`src/rtl/pc_unit.sv`:
```
// pc_unit: fetch-address generator with stall, trap redirect,
// branch override and a circular return address stack.
module pc_unit #(
    parameter int              XLEN         = 32,
    parameter logic [XLEN-1:0] RESET_VECTOR = '0,
    parameter int              STEP         = 4,
    parameter int              RAS_DEPTH    = 4
) (
    input  logic            clk,
    input  logic            rst_n,
    input  logic            fetch_ready,
    input  logic            redirect_valid,
    input  logic [XLEN-1:0] redirect_addr,
    input  logic            branch_taken,
    input  logic [XLEN-1:0] branch_target,
    input  logic            call,
    input  logic            ret,
    output logic [XLEN-1:0] pc_out,
    output logic            pc_valid,
    output logic            ras_empty,
    output logic            ras_full
);

    localparam int PW = $clog2(RAS_DEPTH);
    localparam int CW = PW + 1;
    localparam logic [XLEN-1:0] STEP_V  = XLEN'(STEP);
    localparam logic [CW-1:0]   DEPTH_V = CW'(RAS_DEPTH);

    logic [XLEN-1:0] ras_mem [RAS_DEPTH];
    logic [PW-1:0]   top;
    logic [CW-1:0]   count;

    logic            accept;
    logic [XLEN-1:0] seq_pc;
    logic [XLEN-1:0] ras_top;
    logic [XLEN-1:0] next_pc;
    logic            has_entry;
    logic            ras_upd;
    logic            do_push;
    logic            do_swap;
    logic            do_pop;
    logic [PW-1:0]   wr_idx;

    assign accept    = pc_valid & fetch_ready;
    assign seq_pc    = pc_out + STEP_V;
    assign ras_top   = ras_mem[top];
    assign ras_empty = (count == '0);
    assign ras_full  = (count == DEPTH_V);
    assign has_entry = ~ras_empty;

    // A redirect squashes the instruction at pc_out, so it must not
    // touch the stack even though it was accepted.
    assign ras_upd = accept & ~redirect_valid;
    assign do_swap = ras_upd & call & ret & has_entry;
    assign do_push = ras_upd & call & ~(ret & has_entry);
    assign do_pop  = ras_upd & ~call & ret & has_entry;
    assign wr_idx  = do_push ? top + 1'b1 : top;

    always_comb begin
        next_pc = pc_out;
        if (redirect_valid)
            next_pc = redirect_addr;
        else if (branch_taken)
            next_pc = branch_target;
        else if (accept && ret && has_entry)
            next_pc = ras_top;
        else if (accept)
            next_pc = seq_pc;
    end

    always_ff @(posedge clk) begin
        if (!rst_n) begin
            pc_out   <= RESET_VECTOR;
            pc_valid <= 1'b0;
            top      <= '0;
            count    <= '0;
        end else begin
            pc_out   <= next_pc;
            pc_valid <= ~redirect_valid;
            if (do_push) begin
                top <= top + 1'b1;
                if (!ras_full)
                    count <= count + 1'b1;
            end else if (do_pop) begin
                top   <= top - 1'b1;
                count <= count - 1'b1;
            end
        end
    end

    // Stack contents need no reset; count alone says what is live.
    always_ff @(posedge clk) begin
        if (rst_n && (do_push || do_swap))
            ras_mem[wr_idx] <= seq_pc;
    end

endmodule
```
`config.mk`:
```
export PLATFORM = sky130hd
export DESIGN_NAME = pc_unit
export DESIGN_NICKNAME = d
export VERILOG_FILES = /design/src/rtl/pc_unit.sv
export SDC_FILE = /design/constraint.sdc
export NUM_CORES = 1
export LEC_CHECK = 0
export BUFFER_PORTS_ARGS = -buffer_cell sky130_fd_sc_hd__buf_2
export CAP_MARGIN = 20
export CELL_PAD_IN_SITES_DETAIL_PLACEMENT = 1
export CELL_PAD_IN_SITES_GLOBAL_PLACEMENT = 1
export CORE_AREA = 2 2 92 183
export CTS_CLUSTER_SIZE = 16
export DETAILED_ROUTE_END_ITERATION = 7
export DIE_AREA = 0 0 94 185
export HOLD_SLACK_MARGIN = 0.15
export PLACE_DENSITY_LB_ADDON = 0.1
export SETUP_SLACK_MARGIN = 0.5
export SLEW_MARGIN = 10
export SYNTH_ARGS = -nofsm -noshare
export SYNTH_HDL_FRONTEND = slang
export SYNTH_SLANG_ARGS = --single-unit
```
`constraint.sdc`:
```
create_clock -name clk -period 6.3 [get_ports clk]
set_clock_uncertainty 0.05 [all_clocks]
set_input_delay 0.315 -clock clk [delete_from_list [all_inputs] [get_ports clk]]
set_output_delay 0.315 -clock clk [all_outputs]
set_load 0.05 [all_outputs]
```
==> Yosys cells after proc, flatten, opt, wreduce, memory -nomap -nowiden <==
Memory sizes are Yosys's and may differ from the RTL's. A register that Yosys moved wholly into a read port is not among the register bits.
Cells that the tools add are included.
{ "op_classes": {"n_addsub": 5, "n_eq_ne": 2, "mux": 14, "bitwise": 14, "reduce_logical": 8} }
{ "ops": {"columns": ["op", "n"], "rows": [
  ["$mux W32", 4],
  ["$add A32 B3 Y32 const B", 1],
  ["$and A1 B1 Y1", 10],
  ["$mux W2", 5],
  ["$mux W3", 3],
  ["$not A1 Y1", 4],
  ["$reduce_bool A4 Y1", 1],
  ["$add A3 B1 Y3 const B", 1],
  ["$eq A3 B3 Y1 const B", 1],
  ["$logic_and A1 B1 Y1", 3],
  ["$logic_not A3 Y1", 1],
  ["$sub A3 B1 Y3 const B", 1],
  ["$add A2 B1 Y2 const B", 1],
  ["$mux W1", 2],
  ["$ne A2 B2 Y1 const B", 1],
  ["$reduce_and A2 Y1", 1],
  ["$reduce_bool A2 Y1", 1],
  ["$sub A2 B1 Y2 const B", 1],
  ["$logic_or A1 B1 Y1", 1]
]} }
{ "word_totals": {"reg_bits": 38, "ramBits": 128, "inputBits": 71, "out_inout_bits": 35, "word_cells": 48, "n_memories": 1} }
{ "mem_list": {"columns": ["name", "words", "word_bits", "read_ports", "rd_ports_with_merged_regs", "wr", "line_no", "source"], "rows": [
  ["ras_mem", 4, 32, 1, 1, 1, "29", "logic [XLEN-1:0] ras_mem [RAS_DEPTH];"]
]} }

==> Logic depth before layout (Yosys ltp) <==
{ "depth": {"ltp_word": 9, "ltp_mapped": 7, "mapped_depth_nobuf": 6} }

==> Worst setup path before layout <==
OpenSTA, ideal clock, no wires.
{ "synth_path": {"kind": "register to register", "startpoint": "reg pc_valid", "endpoint": "mem ras_mem[2][0] (enable)", "setup_time_ns": 0.461, "t_arrival_ns": 3.915, "required_ns": 5.789, "setup_slack_ns": 1.873, "path_stages_with_launch": 8, "n_path_buf": 1, "period_less_slack_ns": 4.427, "cell_sequence": "dfxtp_1 -> and3b_1 -> clkbuf_1 -> nand3_1 -> inv_1 -> nand2_1 -> xor2_1 -> nor3_1"} }
{ "synth_between": {"elab_chain_len": 9, "elab_cells_between_ends": 11, "cone_classes": "mux (3); bitwise (6); reduce/logical (2)"} }
{ "synth_lines": {"columns": ["item", "line_no", "source"], "rows": [
  ["start: declaration", "19", "output logic pc_valid,"],
  ["start signal: assignment", "79", "pc_valid <= ~redirect_valid;"],
  ["$and A1 B1 Y1 *", "44", "assign accept = pc_valid & fetch_ready;"],
  ["$and A1 B1 Y1 *", "53", "assign ras_upd = accept & ~redirect_valid;"],
  ["$and A1 B1 Y1 *", "54, 55", null],
  ["$and A1 B1 Y1 (2 in series)", "54", "assign do_swap = ras_upd & call & ret & has_entry;"],
  ["$logic_or A1 B1 Y1", "93", "if (rst_n && (do_push || do_swap))"],
  ["$logic_and A1 B1 Y1", "93", null],
  ["$mux W1", "93", null],
  ["$mux W1 (implied by the code)", "94", "ras_mem[wr_idx] <= seq_pc;"],
  ["end: declaration", "29", null]
]} }
Mark *: on every way between the ends. The rest lies on a longest branch, timed or not.

==> Final worst setup path <==
{ "layout_path": {"startpoint": "reg count[0]", "endpoint": "mem ras_mem[1][14] (enable)"} }
{ "layout_between": {"elab_chain_len": 9, "elab_cells_between_ends": 11, "cone_classes": "mux (3); bitwise (5); reduce/logical (3)"} }
{ "layout_lines": {"columns": ["item", "line_no", "source"], "rows": [
  ["start: declaration", "31", "logic [CW-1:0] count;"],
  ["start signal: assignment", "83", "count <= count + 1'b1;"],
  ["start signal: assignment", "86", "count <= count - 1'b1;"],
  ["$logic_not A3 Y1 *", "47", "assign ras_empty = (count == '0);"],
  ["$not A1 Y1 *", "49", "assign has_entry = ~ras_empty;"],
  ["$and A1 B1 Y1", "55", "assign do_push = ras_upd & call & ~(ret & has_entry);"],
  ["$not A1 Y1", "55", null],
  ["$and A1 B1 Y1", "55", null],
  ["$logic_or A1 B1 Y1", "93", null],
  ["$logic_and A1 B1 Y1", "93", null],
  ["$mux W1", "93", null],
  ["$mux W1 (implied by the code)", "94", null]
]} }
Marked as above.

==> summary.md <==
| Metric | Value |
|---|---|
| Run status | `finished clean` |
| Placement Rows | `66` |
| Setup repair after global routing missed its margin | `no` |
| Count of antenna diodes in the layout | `0` |
| Total Power | `0.00256 W` |
| Library cell used as clock root buffer | `clkbuf_16` |
| Detailed-route wire length | `24800 um` |
| Routed via count divided by cell count | `6.32` |
| IO buf count | `105` |
| Most frequent cells in the layout | `128 x edfxtp_1, 105 x buf_2, 39 x nand2_1, 39 x dfxtp_1, 35 x a21oi_1` |
| Nature of the critical path startpoint | `flop` |
| Number of DRC markers in iteration 0 | `472` |
| Clock tree from TritonCTS | `yes` |
| Worst hold path cell count | `3` |
| Overall Global Routing Usage | `30.4%` |
| Overall die area | `0.0174 sq mm` |
| Clock-pin slew reported for the worst setup and hold paths after clock tree synthesis | `0.07 ns` |
| Routability Congestion | `0.830` |
| Fraction of final layout cells with drive strength greater than 1 | `27.0%` |
| Pwr per Cell Area | `276 mW/mm^2` |
| Die Span Y | `185 um` |
| H-tree level count | `4` |
| Clock sink total | `168` |
| Post-synthesis instance area | `0.00786 sq mm` |
| Clock insertion delay at the later pin of the skew report | `0.44 ns` |
| Post-synth EDFFs | `128` |
| Achievable frequency | `346 MHz` |
| Overflow left after global routing | `0` |
| Flop and latch count out of synthesis | `168` |
| CP Data Required Time | `6.38 ns` |
| Total CTS buffers | `17` |
| Number of antenna violations at the first check in global routing | `1` |
| Warnings, synthesis | `0` |
| Area growth from synthesis to layout | `18.3%` |
| Gate count of the mapped netlist | `604` |
| Effective utilization at floorplan | `48.8%` |
| Data arrival, critical path | `2.97 ns` |
| First-pass DRT Iterations | `5` |
| Total setup violations reported at the end of the flow | `0` |
| Leakage dissipation | `3.28 nW` |
| Path category of the worst min-delay check | `primary input to flop` |
| Post-layout utilization of the core | `57.7%` |
| Hold Fails Final Rpt | `0` |
| Final critical delay including setup and external delays | `2.89 ns` |
| Launching instance or port of the critical path | `count[0]$_SDFFE_PN0P_` |
| Top-level I/O count | `106` |
| Final period utilization | `45.8%` |
| Endpoint kind of the worst setup timing path | `flop` |
| Setup Crit Path Kind | `flop to flop` |
| HPWL reported at the end of detailed placement | `16800 um` |
| Routed len/inst | `26.7 um` |
| Detail Route Antenna Nets | `0` |
| Postcts setup bufs | `0` |
| Transition at the pin with the smallest max-transition slack | `1.08 ns` |
| Count of max-cap constraint violations | `0` |
| Placed cell count | `886` |
| Std-Cell Core Area | `0.0161 sq mm` |
| Startpoint of the worst register-to-register path | `count[0]$_SDFFE_PN0P_` |
| Worst Path Max Fanout | `24` |
| Net count of the finished layout | `787` |
| Count of pins over their slew limit | `0` |
| Worst hold path startpoint | `redirect_addr[10]` |
| Die width | `94 um` |
| Total number of vias | `5869` |
| # DRC | `0` |
| Most common cell after layout, fill and taps aside | `edfxtp_1` |
| Average size of a mapped cell | `13.0 sq um` |
| Rel. slew slack | `28.2%` |
| Cells on worst reg2reg path | `6` |
| Part of the Yosys area used for sequential elements | `59.1%` |
| Longest Clk Path Bufs | `2` |
| Number of distinct library cells after synthesis | `64` |
| Post-synth top flop | `edfxtp_1` |
| Post-synth ARST share | `0%` |
| Worst vdd rail ir drop | `0.000217 V` |
| First-pass GRT wire length | `37900 um` |
| Via count of the first global-routing pass | `6326` |
| Post-Route Setup TNS | `0 ns` |
| Largest net degree at the start of global routing | `48` |
| Number of non-filler instances in the completed layout | `929` |
| Nets in the synthesized netlist | `679` |
[worst paths after layout]
kind	to	slack [ns]
max	ras_mem[1][14]$_DFFE_PP_	3.41
min	pc_out[10]$_SDFFE_PN0P_	0.16
max reg2reg	ras_mem[1][14]$_DFFE_PP_	3.41
min reg2reg	ras_mem[0][0]$_DFFE_PP_	0.51
[cell type report]
| cell class | count | area [sq um] |
|---|---|---|
| inverter | 15 | 56.3 |
| timing repair buffer | 128 | 741 |
| multi-input combinational | 382 | 3020 |
| fill | 1679 | 6810 |
| tap | 204 | 255 |
| clock inverter | 15 | 150 |
| sequential | 168 | 4650 |
| clock buffer | 17 | 425 |
[routing by layer]
layer	track usage (%)	routed length [um]	part of all wire, %	vias to the layer above
li1	-	-	-	2606
met1	36.5	9560	38	2967
met2	51.3	13000	52	228
met3	5.41	1180	4.8	66
met4	16.2	1100	4.4	2
met5	0	11	0.044	-
[per-stage QoR]
step                      setup slack [ns]  hold slack, ns  instance area [sq um]
after floorplan                       1.87           0.406                   7860
after detailed placement              2.79           0.505                   8590
after global routing                  3.34           0.181                   9300
final                                 3.41           0.163                   9300
after CTS                             2.98           0.152                   9250
after global placement                2.92           0.491                   8590
[where the power goes]
| group | switching [W] | internal [W] |
|---|---|---|
| Combinational | 0.000183 | 0.0000877 |
| Clock | 0.000448 | 0.000583 |
| Sequential | 0.0000401 | 0.00122 |
[worst max-delay path, stage by stage, from the launching register on]
cell and delay [ns]:
dfxtp_1 0.40, o31ai_4 0.56, nand3_1 0.24, ha_1 0.41, nand4_1 0.24, nor2_4 0.41, buf_12 0.26
[flip-flops by register name, indices dropped and copies added, names as in the netlist, named ones only]
signal    cells
ras_mem     128
pc_out       32
pc_valid      1
top           2
count         3
[what timing repair did]
action,CTS,global route
endpoints found under the hold margin,7,0
hold buffers,8,0
resized for setup,0,0
[cell families after synthesis]
| family | share of synthesized area (%) |
|---|---|
| adders and majority gates | 0.733 |
| AOI/OAI and AO/OA | 12.4 |
| and+or+nand+nor | 11.6 |
| buffers and inverters | 2.90 |
| xor gates and xnor gates | 3.46 |
| DFF | 59.1 |
| muxes | 9.81 |
[Yosys cell counts, types with 3 or more instances]
master / n / share of area, %
a211o_1: 3 / 0.33
a211oi_1: 5 / 0.48
a21o_1: 4 / 0.38
a21oi_1: 35 / 2.2
a221o_1: 6 / 0.76
a221oi_1: 3 / 0.33
a31oi_1: 7 / 0.56
and2_1: 3 / 0.24
and3_1: 9 / 0.72
and4_1: 6 / 0.67
buf_1: 5 / 0.24
buf_2: 8 / 0.51
buf_4: 4 / 0.38
clkbuf_1: 22 / 1.1
dfxtp_1: 40 / 10
edfxtp_1: 128 / 49
ha_1: 3 / 0.48
inv_1: 14 / 0.67
mux2i_1: 5 / 0.64
mux4_2: 32 / 9.2
nand2_1: 39 / 1.9
nand2b_1: 4 / 0.32
nand3_1: 22 / 1.4
nand4_1: 11 / 0.88
nor2_1: 34 / 1.6
nor3_1: 17 / 1.1
nor3b_1: 3 / 0.29
nor4_1: 5 / 0.40
o211ai_1: 8 / 0.76
o21ai_0: 20 / 1.3
o221ai_1: 12 / 1.3
o22ai_1: 4 / 0.32
o31a_1: 5 / 0.56
o31ai_1: 6 / 0.57
or3_1: 3 / 0.24
xnor2_1: 23 / 2.6
xor2_1: 8 / 0.89
(Power assumes the default switching activity.)
